File: config.mk
export PLATFORM = sky130hd
export DESIGN_NAME = hdmi_vram_fetch_flat
export DESIGN_NICKNAME = d
export VERILOG_FILES = /design/src/rtl/hdmi_vram_fetch_pkg.sv /design/src/rtl/hdmi_vram_fetch_if.sv /design/src/rtl/hdmi_delay_line.sv /design/src/rtl/hdmi_vram_fetch.sv /design/src/flat_wrapper.sv
export SDC_FILE = /design/constraint.sdc
export NUM_CORES = 1
export LEC_CHECK = 0
export ABC_AREA = 1
export CORE_UTILIZATION = 50
export DETAILED_ROUTE_END_ITERATION = 10
export PLACE_DENSITY = 0.87
export SLEW_MARGIN = 40
export SYNTH_ARGS = -nofsm -noshare
export SYNTH_HDL_FRONTEND = slang
export SYNTH_SLANG_ARGS = --single-unit
File: constraint.sdc
create_clock -name clk -period 3.2 [get_ports clk]
set_input_delay 0.96 -clock clk [delete_from_list [all_inputs] [get_ports clk]]
set_output_delay 0.96 -clock clk [all_outputs]
set_load 0.02 [all_outputs]
File: src/rtl/hdmi_vram_fetch_pkg.sv
// hdmi_pkg: shared definitions for the HDMI VRAM fetch engine.
//   - fetch_state_e : fetch FSM states
//   - SRC_W_720P_DIV4 / SRC_H_720P_DIV4 : default source size (1280x720 / 4)
//   - fetch_lat()   : output latency derived from the VRAM read latency
package hdmi_pkg;

  typedef enum logic [1:0] {
    S_IDLE,
    S_VBLANK,
    S_LINE,
    S_HBLANK
  } fetch_state_e;

  localparam int unsigned SRC_W_720P_DIV4 = 320;
  localparam int unsigned SRC_H_720P_DIV4 = 180;

  // One extra stage beyond the RAM latency for the registered pixel output.
  function automatic int unsigned fetch_lat(input int unsigned rd_lat);
    return rd_lat + 1;
  endfunction

endpackage

File: src/rtl/hdmi_vram_fetch_if.sv
// hdmi_vram_fetch_if: VRAM read port between the fetch engine and the RAM.
//   ram_re    : read enable (fetch -> RAM)
//   ram_addr  : read address (fetch -> RAM)
//   ram_rdata : read data, valid RD_LAT cycles after ram_re (RAM -> fetch)
// Modports: master = fetch engine, slave = RAM.
interface hdmi_vram_fetch_if #(
  parameter int unsigned PIX_W  = 8,
  parameter int unsigned ADDR_W = 16
);
  logic              ram_re;
  logic [ADDR_W-1:0] ram_addr;
  logic [PIX_W-1:0]  ram_rdata;

  modport master (output ram_re, output ram_addr, input  ram_rdata);
  modport slave  (input  ram_re, input  ram_addr, output ram_rdata);
endinterface

File: src/rtl/hdmi_delay_line.sv
// hdmi_delay_line: N-stage, W-bit shift register with asynchronous reset.
//   clk, rst : clock, async active-high reset (clears all stages)
//   d_i      : input word
//   q_o      : d_i delayed by N cycles
module hdmi_delay_line #(
  parameter int unsigned N = 1,
  parameter int unsigned W = 1
) (
  input  logic         clk,
  input  logic         rst,
  input  logic [W-1:0] d_i,
  output logic [W-1:0] q_o
);

  logic [W-1:0] stage_q [N];

  always_ff @(posedge clk or posedge rst) begin
    if (rst) begin
      for (int unsigned i = 0; i < N; i++) stage_q[i] <= '0;
    end else begin
      stage_q[0] <= d_i;
      for (int unsigned i = 1; i < N; i++) stage_q[i] <= stage_q[i-1];
    end
  end

  assign q_o = stage_q[N-1];

endmodule

File: src/rtl/hdmi_vram_fetch.sv
// hdmi_vram_fetch: pixel-clock fetch engine from a downscaled VRAM framebuffer
// to the HDMI encoder path. Each source pixel is replicated 2^SCALE_LOG2 times
// per axis; timing signals are delayed LAT = RD_LAT+1 cycles to match data.
// Ports:
//   clk, rst            : pixel clock, async active-high reset
//   vs_i, hs_i, de_i    : input video timing
//   fb_base, stride     : frame base / line stride, latched on vs_i rise
//   tp_en               : test-pattern select (HDMI_FETCH_TESTPAT_EN only)
//   vram                : VRAM read port (hdmi_vram_fetch_if.master)
//   vs_o, hs_o, de_o    : timing delayed LAT cycles
//   pix_o               : pixel aligned with de_o (0 when de_o = 0)
//   frame_err           : sticky, de_i rose before any vsync
// Optional feature macro: HDMI_FETCH_TESTPAT_EN.
module hdmi_vram_fetch
  import hdmi_pkg::*;
#(
  parameter int unsigned       PIX_W      = 8,
  parameter int unsigned       ADDR_W     = 16,
  parameter int unsigned       SCALE_LOG2 = 2,
  parameter int unsigned       SRC_W      = SRC_W_720P_DIV4,
  parameter int unsigned       SRC_H      = SRC_H_720P_DIV4,
  parameter int unsigned       RD_LAT     = 1,
  parameter logic [PIX_W-1:0]  BORDER     = '0
) (
  input  logic              clk,
  input  logic              rst,
  input  logic              vs_i,
  input  logic              hs_i,
  input  logic              de_i,
  input  logic [ADDR_W-1:0] fb_base,
  input  logic [ADDR_W-1:0] stride,
`ifdef HDMI_FETCH_TESTPAT_EN
  input  logic              tp_en,
`endif
  hdmi_vram_fetch_if.master vram,
  output logic              vs_o,
  output logic              hs_o,
  output logic              de_o,
  output logic [PIX_W-1:0]  pix_o,
  output logic              frame_err
);

  localparam int unsigned LAT   = fetch_lat(RD_LAT);
  localparam int unsigned SUB_W = (SCALE_LOG2 == 0) ? 1 : SCALE_LOG2;
  localparam int unsigned XS_W  = $clog2(SRC_W + 1);
  localparam int unsigned YS_W  = $clog2(SRC_H + 1);
  localparam logic [SUB_W-1:0] SUB_MAX = SUB_W'((1 << SCALE_LOG2) - 1);
  localparam logic [XS_W-1:0]  X_END   = XS_W'(SRC_W);
  localparam logic [YS_W-1:0]  Y_END   = YS_W'(SRC_H);

  fetch_state_e      state_q, state_d;
  logic              vs_q, de_q;
  logic [ADDR_W-1:0] stride_q, stride_d;
  logic [ADDR_W-1:0] line_base_q, line_base_d;
  logic [ADDR_W-1:0] addr_q, addr_d;
  logic [SUB_W-1:0]  x_sub_q, x_sub_d, y_sub_q, y_sub_d;
  logic [XS_W-1:0]   x_src_q, x_src_d;
  logic [YS_W-1:0]   y_src_q, y_src_d;
  logic              frame_err_q, frame_err_d;

  logic              vs_rise, de_rise;
  logic              slot, in_src;
  logic [ADDR_W-1:0] cur_addr;
  logic [SUB_W-1:0]  cur_x_sub;
  logic [XS_W-1:0]   cur_x_src;

  assign vs_rise = vs_i & ~vs_q;
  assign de_rise = de_i & ~de_q;

  always_ff @(posedge clk or posedge rst) begin
    if (rst) begin
      state_q     <= S_IDLE;
      vs_q        <= 1'b0;
      de_q        <= 1'b0;
      stride_q    <= '0;
      line_base_q <= '0;
      addr_q      <= '0;
      x_sub_q     <= '0;
      y_sub_q     <= '0;
      x_src_q     <= '0;
      y_src_q     <= '0;
      frame_err_q <= 1'b0;
    end else begin
      state_q     <= state_d;
      vs_q        <= vs_i;
      de_q        <= de_i;
      stride_q    <= stride_d;
      line_base_q <= line_base_d;
      addr_q      <= addr_d;
      x_sub_q     <= x_sub_d;
      y_sub_q     <= y_sub_d;
      x_src_q     <= x_src_d;
      y_src_q     <= y_src_d;
      frame_err_q <= frame_err_d;
    end
  end

  // The de_i rising cycle is already the first active pixel, so the fetch for
  // it is issued in that same cycle from line_base / x = 0 (cur_* below)
  // rather than one cycle later from the S_LINE registers.
  always_comb begin
    state_d     = state_q;
    stride_d    = stride_q;
    line_base_d = line_base_q;
    addr_d      = addr_q;
    x_sub_d     = x_sub_q;
    y_sub_d     = y_sub_q;
    x_src_d     = x_src_q;
    y_src_d     = y_src_q;
    frame_err_d = frame_err_q;
    slot        = 1'b0;
    cur_addr    = addr_q;
    cur_x_sub   = x_sub_q;
    cur_x_src   = x_src_q;

    if (vs_rise) begin
      // Legal from every state, including mid-frame resync.
      state_d     = S_VBLANK;
      stride_d    = stride;
      line_base_d = fb_base;
      y_sub_d     = '0;
      y_src_d     = '0;
    end else begin
      unique case (state_q)
        S_IDLE: begin
          if (de_rise) frame_err_d = 1'b1;
        end
        S_VBLANK, S_HBLANK: begin
          if (de_rise) begin
            state_d   = S_LINE;
            slot      = 1'b1;
            cur_addr  = line_base_q;
            cur_x_sub = '0;
            cur_x_src = '0;
          end
        end
        S_LINE: begin
          if (de_i) begin
            slot = 1'b1;
          end else begin
            state_d = S_HBLANK;
            if (y_sub_q == SUB_MAX) begin
              y_sub_d     = '0;
              line_base_d = line_base_q + stride_q;
              if (y_src_q != Y_END) y_src_d = y_src_q + 1'b1;
            end else begin
              y_sub_d = y_sub_q + 1'b1;
            end
          end
        end
      endcase
    end

    if (slot) begin
      if (cur_x_sub == SUB_MAX) begin
        x_sub_d = '0;
        x_src_d = (cur_x_src == X_END) ? cur_x_src : cur_x_src + 1'b1;
        addr_d  = cur_addr + 1'b1;
      end else begin
        x_sub_d = cur_x_sub + 1'b1;
        x_src_d = cur_x_src;
        addr_d  = cur_addr;
      end
    end
  end

  assign in_src        = slot && (cur_x_src < X_END) && (y_src_q < Y_END);
  assign vram.ram_re   = in_src;
  assign vram.ram_addr = in_src ? cur_addr : '0;

  // Timing bits and in-source tag travel together; the output register below
  // supplies the last of the LAT stages.
  logic [3:0] tl_q;

  hdmi_delay_line #(.N(LAT - 1), .W(4)) u_timing_dl (
    .clk (clk),
    .rst (rst),
    .d_i ({vs_i, hs_i, de_i, in_src}),
    .q_o (tl_q)
  );

  logic [PIX_W-1:0] pix_d;

`ifdef HDMI_FETCH_TESTPAT_EN
  logic [PIX_W-1:0] tp_val;
  logic [PIX_W:0]   tp_dl;

  assign tp_val = PIX_W'(32'(cur_x_src) + 32'(y_src_q) * 32'(SRC_W));

  hdmi_delay_line #(.N(LAT - 1), .W(PIX_W + 1)) u_tp_dl (
    .clk (clk),
    .rst (rst),
    .d_i ({in_src & tp_en, tp_val}),
    .q_o (tp_dl)
  );
`endif

  always_comb begin
    pix_d = '0;
    if (tl_q[1]) pix_d = tl_q[0] ? vram.ram_rdata : BORDER;
`ifdef HDMI_FETCH_TESTPAT_EN
    if (tl_q[1] && tp_dl[PIX_W]) pix_d = tp_dl[PIX_W-1:0];
`endif
  end

  logic             vs_out_q, hs_out_q, de_out_q;
  logic [PIX_W-1:0] pix_q;

  always_ff @(posedge clk or posedge rst) begin
    if (rst) begin
      vs_out_q <= 1'b0;
      hs_out_q <= 1'b0;
      de_out_q <= 1'b0;
      pix_q    <= '0;
    end else begin
      vs_out_q <= tl_q[3];
      hs_out_q <= tl_q[2];
      de_out_q <= tl_q[1];
      pix_q    <= pix_d;
    end
  end

  assign vs_o      = vs_out_q;
  assign hs_o      = hs_out_q;
  assign de_o      = de_out_q;
  assign pix_o     = pix_q;
  assign frame_err = frame_err_q;

endmodule

File: src/flat_wrapper.sv
// flat-port wrapper written by rule: the top's interface ports become plain ports
module hdmi_vram_fetch_flat import hdmi_pkg::*;
#(
  parameter int unsigned       PIX_W      = 8,
  parameter int unsigned       ADDR_W     = 16,
  parameter int unsigned       SCALE_LOG2 = 2,
  parameter int unsigned       SRC_W      = SRC_W_720P_DIV4,
  parameter int unsigned       SRC_H      = SRC_H_720P_DIV4,
  parameter int unsigned       RD_LAT     = 1,
  parameter logic [PIX_W-1:0]  BORDER     = '0
)
  (clk, rst, vs_i, hs_i, de_i, fb_base, stride, vs_o, hs_o, de_o, pix_o, frame_err, vram_ram_re, vram_ram_addr, vram_ram_rdata);
  hdmi_vram_fetch_if #(.PIX_W(PIX_W), .ADDR_W(ADDR_W)) vram_i ();
  input  logic clk;
  input  logic rst;
  input  logic vs_i;
  input  logic hs_i;
  input  logic de_i;
  input  logic [ADDR_W-1:0] fb_base;
  input  logic [ADDR_W-1:0] stride;
  output logic vs_o;
  output logic hs_o;
  output logic de_o;
  output logic [PIX_W-1:0] pix_o;
  output logic frame_err;
  output wire logic [$bits(vram_i.ram_re)-1:0] vram_ram_re;
  output wire logic [$bits(vram_i.ram_addr)-1:0] vram_ram_addr;
  input wire logic [$bits(vram_i.ram_rdata)-1:0] vram_ram_rdata;
  assign vram_ram_re = vram_i.ram_re;
  assign vram_ram_addr = vram_i.ram_addr;
  assign vram_i.ram_rdata = vram_ram_rdata;
  hdmi_vram_fetch #(.PIX_W(PIX_W), .ADDR_W(ADDR_W), .SCALE_LOG2(SCALE_LOG2), .SRC_W(SRC_W), .SRC_H(SRC_H), .RD_LAT(RD_LAT), .BORDER(BORDER)) u_core (.clk(clk), .rst(rst), .vs_i(vs_i), .hs_i(hs_i), .de_i(de_i), .fb_base(fb_base), .stride(stride), .vram(vram_i), .vs_o(vs_o), .hs_o(hs_o), .de_o(de_o), .pix_o(pix_o), .frame_err(frame_err));
endmodule
; Word-level counts from Yosys, hierarchy flattened
; Cells that the tools add are included.
[totals]
ramBits = 0
romBits = 0
latch_bits = 0
regBits = 89
in_bits = 45
word_cells = 89
n_memories = 0
[op_classes]
n_eq_ne = 10
addsub = 6
n_reduce_logical = 13
n_mul = 0
shift = 0
bitwise_logic = 5
n_div = 0
n_mux = 37
n_lt_le_gt_ge = 2
[ops]
columns = op, n
row1 = $mux 16, 9
row2 = $mux 8, 7
row3 = $mux 9, 5
row4 = $mux 2, 11
row5 = $add 16x1->16 const B, 1
row6 = $add 16x16->16, 1
row7 = $add 9x1->9 const B, 1
row8 = $eq 9x9->1 const B, 1
row9 = $lt 9x9->1 const B, 1
row10 = $reduce_and 3->1, 3
row11 = $add 8x1->8 const B, 1
row12 = $eq 2x2->1 const B, 4
row13 = $lt 8x8->1 const B, 1
row14 = $ne 8x8->1 const B, 1
row15 = $reduce_bool 2->1, 3
row16 = $add 2x1->2 const B, 2
row17 = $pmux 2 s2, 1
row18 = $reduce_and 4->1, 1
row19 = $mux 1, 3
row20 = $ne 3x1->1 const B, 1
row21 = $ne 3x2->1 const B, 1
row22 = $not 1->1, 3
row23 = $reduce_bool 3->1, 1
row24 = $and 1x1->1, 2
row25 = 7 further kinds, 8

; Logic depth before layout (Yosys ltp)
[logic_depth]
ltp_word = 9
depth_mapped = 16
ltp_nobuf = 15

; Hierarchy
; A second synthesis with hierarchy kept.
[unflattened]
cells_unflattened = 737
area_unflattened_um2 = 5387.7
[by_module_without_submodules]
columns = mod, n_inst, cells_per_inst, area_each_um2, seq_area_each_um2
row1 = hdmi_vram_fetch, 1, 732, 5283.8, 2127.0
row2 = hdmi_delay_line, 1, 5, 103.8, 100.1

; Worst setup path after synthesis
; Ideal clock, no wire load.
[synth_path]
path_type = input -> output
startpoint = in vs_i
endpoint = out vram_ram_addr[10]
stages = 9
arrival_ps = 2565
n_path_buf = 2
required_time_ps = 2240
setup_slack_ps = -325
path_cell_list = nand2_2 clkbuf_8 nand4_1 nand2_4 nand2_1 nor2_1 inv_2 buf_2 nor2_1
[synth_between]
elab_chain_len = 6
word_cells_on_any_way = 8
classes_between = order compare (1) / mux (4) / bitwise (1) / reduce/logical (2)
[synth_lines]
columns = item, line
row1 = from (decl), flat_wrapper.sv:16  ; input logic vs_i;
row2 = $and 1x1->1 *, hdmi_vram_fetch.sv:67  ; assign vs_rise = vs_i & ~vs_q;
row3 = $mux 9, hdmi_vram_fetch.sv:116  ; if (vs_rise) begin
row4 = $lt 9x9->1, hdmi_vram_fetch.sv:167  ; assign in_src = slot && (cur_x_src < X_END) && (y_src_q < Y_END);
row5 = $logic_and 1x1->1 * (2 in series), hdmi_vram_fetch.sv:167
row6 = net vram_ram_re, flat_wrapper.sv:26  ; output wire logic [$bits(vram_i.ram_re)-1:0] vram_ram_re;
row7 = $mux 16 *, hdmi_vram_fetch.sv:169  ; assign vram.ram_addr = in_src ? cur_addr : '0;
row8 = to (decl), flat_wrapper.sv:27  ; output wire logic [$bits(vram_i.ram_addr)-1:0] vram_ram_addr;
; The timed path passes the listed nets; every way through them passes the cells marked *.

; Worst setup path in the final report
[layout_path]
startpoint = in de_i
endpoint = out vram_ram_addr[4]
[layout_between]
elab_chain_len = 8
word_cells_on_any_way = 15
classes_between = order compare (1) / mux (11) / bitwise (1) / reduce/logical (2)
[layout_lines]
columns = item, line
row1 = from (decl), flat_wrapper.sv:18  ; input logic de_i;
row2 = $and 1x1->1, hdmi_vram_fetch.sv:68  ; assign de_rise = de_i & ~de_q;
row3 = $mux 9, hdmi_vram_fetch.sv:129  ; if (de_rise) begin
row4 = $mux 9, hdmi_vram_fetch.sv:124  ; unique case (state_q)
row5 = $mux 9, hdmi_vram_fetch.sv:116
row6 = $lt 9x9->1, hdmi_vram_fetch.sv:167
row7 = $logic_and 1x1->1 (2 in series), hdmi_vram_fetch.sv:167
row8 = $mux 16 *, hdmi_vram_fetch.sv:169
; Every way passes the cells marked *; elsewhere a longest branch is shown, timed or not.

==> results by stage <==
Status:
- The run finished with clean final reports.

Floorplan:
- The initial core utilization is between 50% and 60%.
- The die covers ~11000 µm².
- The count of standard-cell rows is 37.
- The die boundary height is roughly 100 µm.
- The floorplan core area is a little over 10000 µm².
- In this run the horizontal extent of the chip is roughly 100 µm.
- The number of I/O pins is 74.

Pwr:
- The maximum resistive drop on vdd is approximately 380 µV.
- In this run the static leakage power is between 3 and 4 nW.
- The power per cell area is around 700 nW/µm².
- The total power of the final layout is around 4.6 mW.

Clocking:
- Buffers inserted to repair hold after CTS numbered 0.
- The clock edge transition at the registers on the reported setup and hold paths is 0.09 ns.
- The source-to-sink clock delay at the later pin of the worst-skew pair is approximately 0.37 ns.
- Clock tree synthesis inserted a total of 9 buffers.
- The number of H-tree branching levels is 3.
- The clock passes through at most 2 buffers.
- The cell sitting at the root of the clock tree is a clkbuf_8.
- TritonCTS built the clock tree.
- The clock drives 87 sinks.

Worst setup path:
- The path type of the worst setup path is primary input to primary output.
- Along the worst path, the maximum fanout reaches 8.
- The arrival time reported for the critical path endpoint is 2.23 ns.
- The critical path goes through buf_4, inv_4, nor2_8, nand3_4, inv_2, nor2_2, o21ai_1, nand2_2, nor2_4, buf_12, clkinv_8, nor2_2, buf_4.
- On the critical path, the stage with the largest delay is an instance of buf_12.
- The category of the worst setup path launch point is a primary input.
- The type of element capturing the critical path is a primary output.
- The data required time of the critical path is between 2 and 2.5 ns.
- The largest stage delay on the critical path is about 0.16 ns.

Detailed routing:
- After detailed routing, the number of vias per cell comes to 5.34.
- After detailed routing, the total wire length is between 10000 and 15000 µm.
- The via count of the routed design is approximately 5200.
- The remaining routing DRC violations is 0.
- The first routing iteration left around 360 violations.
- Once detail routing completed, the nets flagged for antenna violations numbered 0.
- The first detailed-routing pass ran for 5 iterations.
- The average wire per standard cell is between 10 and 15 µm.

Timing:
- For the pin with the worst max-slew slack, the measured transition is ~0.46 ns.
- After layout, the worst path uses between 90 and 100% of the clock period.
- For the final database, setup skew stands at around 0.014 ns.
- The count of pins over their slew limit is 0.
- The worst slew slack as a fraction of its limit is roughly 70%.
- The post-layout minimum cycle time is around 3.2 ns.
- For this run, the top clock speed supported by timing is 0.314 GHz.
- The setup violation total in the final timing report is 0.
- The number of hold violations in the final report is 0.
- Adding up every negative setup slack in the final design gives 0 ns.

Logic synthesis:
- The per-instance average area after synthesis is around 7.4 µm².
- During synthesis, Yosys emitted a total of 0 warnings.
- The synthesized netlist occupies a cell area of ~5300 µm².
- The net count after synthesis is a little under 800.
- The number of unique standard cell types used by synthesis is 44.
- The number of flip-flops and latches in the synthesized netlist is 87.
- Of the synthesized area, sequential elements account for a little over 40%.
- The cell count after synthesis came out at 715.

Finish:
- The most frequent standard cell in the layout excluding fill and tap cells is nand2_1.
- The post-route netlist has 16.5% of its cells at a drive strength greater than 1.
- The total number of nets in the final design is 896.
- The antenna diode count is 0.
- In the layout the commonest cells are nand2_1 (207), dfrtp_1 (87), inv_1 (82).
- The synthesis-to-finish area growth is 27.5%.

Worst hold path:
- In this run the worst hold path is classified as register to register.

Placement:
- Input and output buffers added on the ports amount to 73.
- The final weighted congestion of routability-driven global placement is ~0.91.
- Once detailed placement completed, the half-perimeter wirelength came to roughly 9800 µm.

Global routing:
- The maximum number of pins on one net before global-route repair is 88.
- The via count of the first global-routing pass is 5032.
- The global routing usage summed across all routing layers is a little over a quarter.
- The first global-routing pass estimated 23500 µm of wire.
- The number of antenna violations at the first check in global routing was 0.
- The total overflow left after global routing is 0.

Run:
- Across the run, the number of max-cap violations was 0.
## cell usage after synthesis, drive strengths merged
| cell | count | area (µm²) |
|---|---|---|
| nand2 | 214 | 823 |
| ha | 21 | 263 |
| or2 | 1 | 6.26 |
| clkbuf | 10 | 57.6 |
| xor2 | 7 | 61.3 |
| a21o | 1 | 7.51 |
| nand2b | 1 | 6.26 |
| nor2 | 102 | 439 |
| nand3 | 36 | 218 |
| a41o | 1 | 11.3 |
| nor3 | 10 | 55.1 |
| nor4 | 1 | 6.26 |
| clkinv | 1 | 5.00 |
| a31oi | 3 | 18.8 |
| a22oi | 2 | 15.0 |
| inv | 87 | 327 |
| xnor2 | 4 | 35.0 |
| o21bai | 4 | 30.0 |
| o22ai | 7 | 43.8 |
| o21ai | 45 | 225 |
| dfrtp | 87 | 2180 |
| a211oi | 2 | 15.0 |
| nand4 | 21 | 131 |
| o211ai | 5 | 37.5 |
| nand3b | 3 | 22.5 |
| fa | 1 | 20.0 |
| and3 | 1 | 6.26 |
| buf | 11 | 92.6 |
| a21oi | 26 | 130 |
## stage by stage
stage / instances / hold WS (ns) / util (%) / area, µm² / worst slack, ns
2_1_floorplan: 715 / 0.331 / - / 5400 / 0.0102
3_3_place_gp: 947 / 0.336 / 63.1 / 6480 / -0.782
3_5_place_dp: 947 / 0.340 / 63.1 / 6480 / -0.832
4_1_cts: 966 / 0.361 / 65.2 / 6700 / 0.000423
5_1_grt: 970 / 0.390 / 65.6 / 6740 / -0.0543
6_report: 970 / 0.362 / 65.6 / 6740 / 0.0137
## power by group
group / switching [mW] / internal (mW) / total [mW]
Combinational: 1.31 / 0.862 / 2.17
Sequential: 0.206 / 1.37 / 1.58
Clock: 0.425 / 0.446 / 0.871
## area by class of cell
type,instances,area (µm²)
clock inverter,6,91.3
inverter,88,354
tap,136,170
clock buffer,10,128
timing repair inverter,1,16.3
fill,844,3540
multi-input combinational,519,2740
sequential,87,2180
timing repair buffer,123,1070
## final timing paths
path | end | startpoint | depth (start not counted) | slack, ns
max in group asynchronous | u_core.stride_q[14] | rst | 3 | 1.78
min in group asynchronous | u_core.de_o | rst | 3 | 1.06
worst min-delay path | u_core.hs_o | u_core.u_timing_dl.q_o[2] | 0 | 0.36
worst max register to register | u_core.addr_q[12] | u_core.vs_q | 17 | 0.64
worst max-delay path | vram_ram_addr[4] | de_i | 13 | 0.01
worst min register to register | u_core.hs_o | u_core.u_timing_dl.q_o[2] | 0 | 0.36
## flip-flops by register name (all words and copies together) (netlist names)
register	count
u_core.vs_q	1
u_core.y_src_q	8
u_core.state_q	2
u_core.hs_o	1
u_core.de_o	1
u_core.frame_err	1
u_core.addr_q	16
u_core.x_src_q	9
u_core.x_sub_q	2
u_core.pix_o	8
u_core.y_sub_q	2
u_core.u_timing_dl.q_o	3
u_core.line_base_q	16
u_core.vs_o	1
u_core.stride_q	16
## routing by layer
metal / up-vias / track usage, % / routed length [µm]
met5: - / 0 / 0
met1: 2375 / 33.9 / 5840
met4: 0 / 14.5 / 624
met2: 222 / 42.9 / 6410
li1: 2526 / - / -
met3: 59 / 5.55 / 878
## critical path, delay by kind of cell
kind | cells | cell delay, ns
buffers and inverters | 6 | 0.63
AND/OR/NAND/NOR | 6 | 0.56
AO/OA/AOI/OAI | 1 | 0.09
## cell families (layout without fill, tap and decap cells)
family          after synthesis  count (layout)  share of synthesized area (%)
xor+xnor                     11              11                           1.82
buf+inv                     109             228                           9.11
flops                        87              87                           41.2
simple gates                390             390                           32.4
fa+ha+maj                    22              22                           5.35
compound gates               96              96                           10.1
## timing repair
item / in CTS / in global routing
hold endpoints to repair: 0 / 0
pin swaps: 3 / 4
setup endpoints to repair: 18 / 17
cloned: 1 / 0
gates resized for setup: 92 / 9
buffers inserted: 2 / 4
Note: power is estimated with default switching activity, not from simulation.
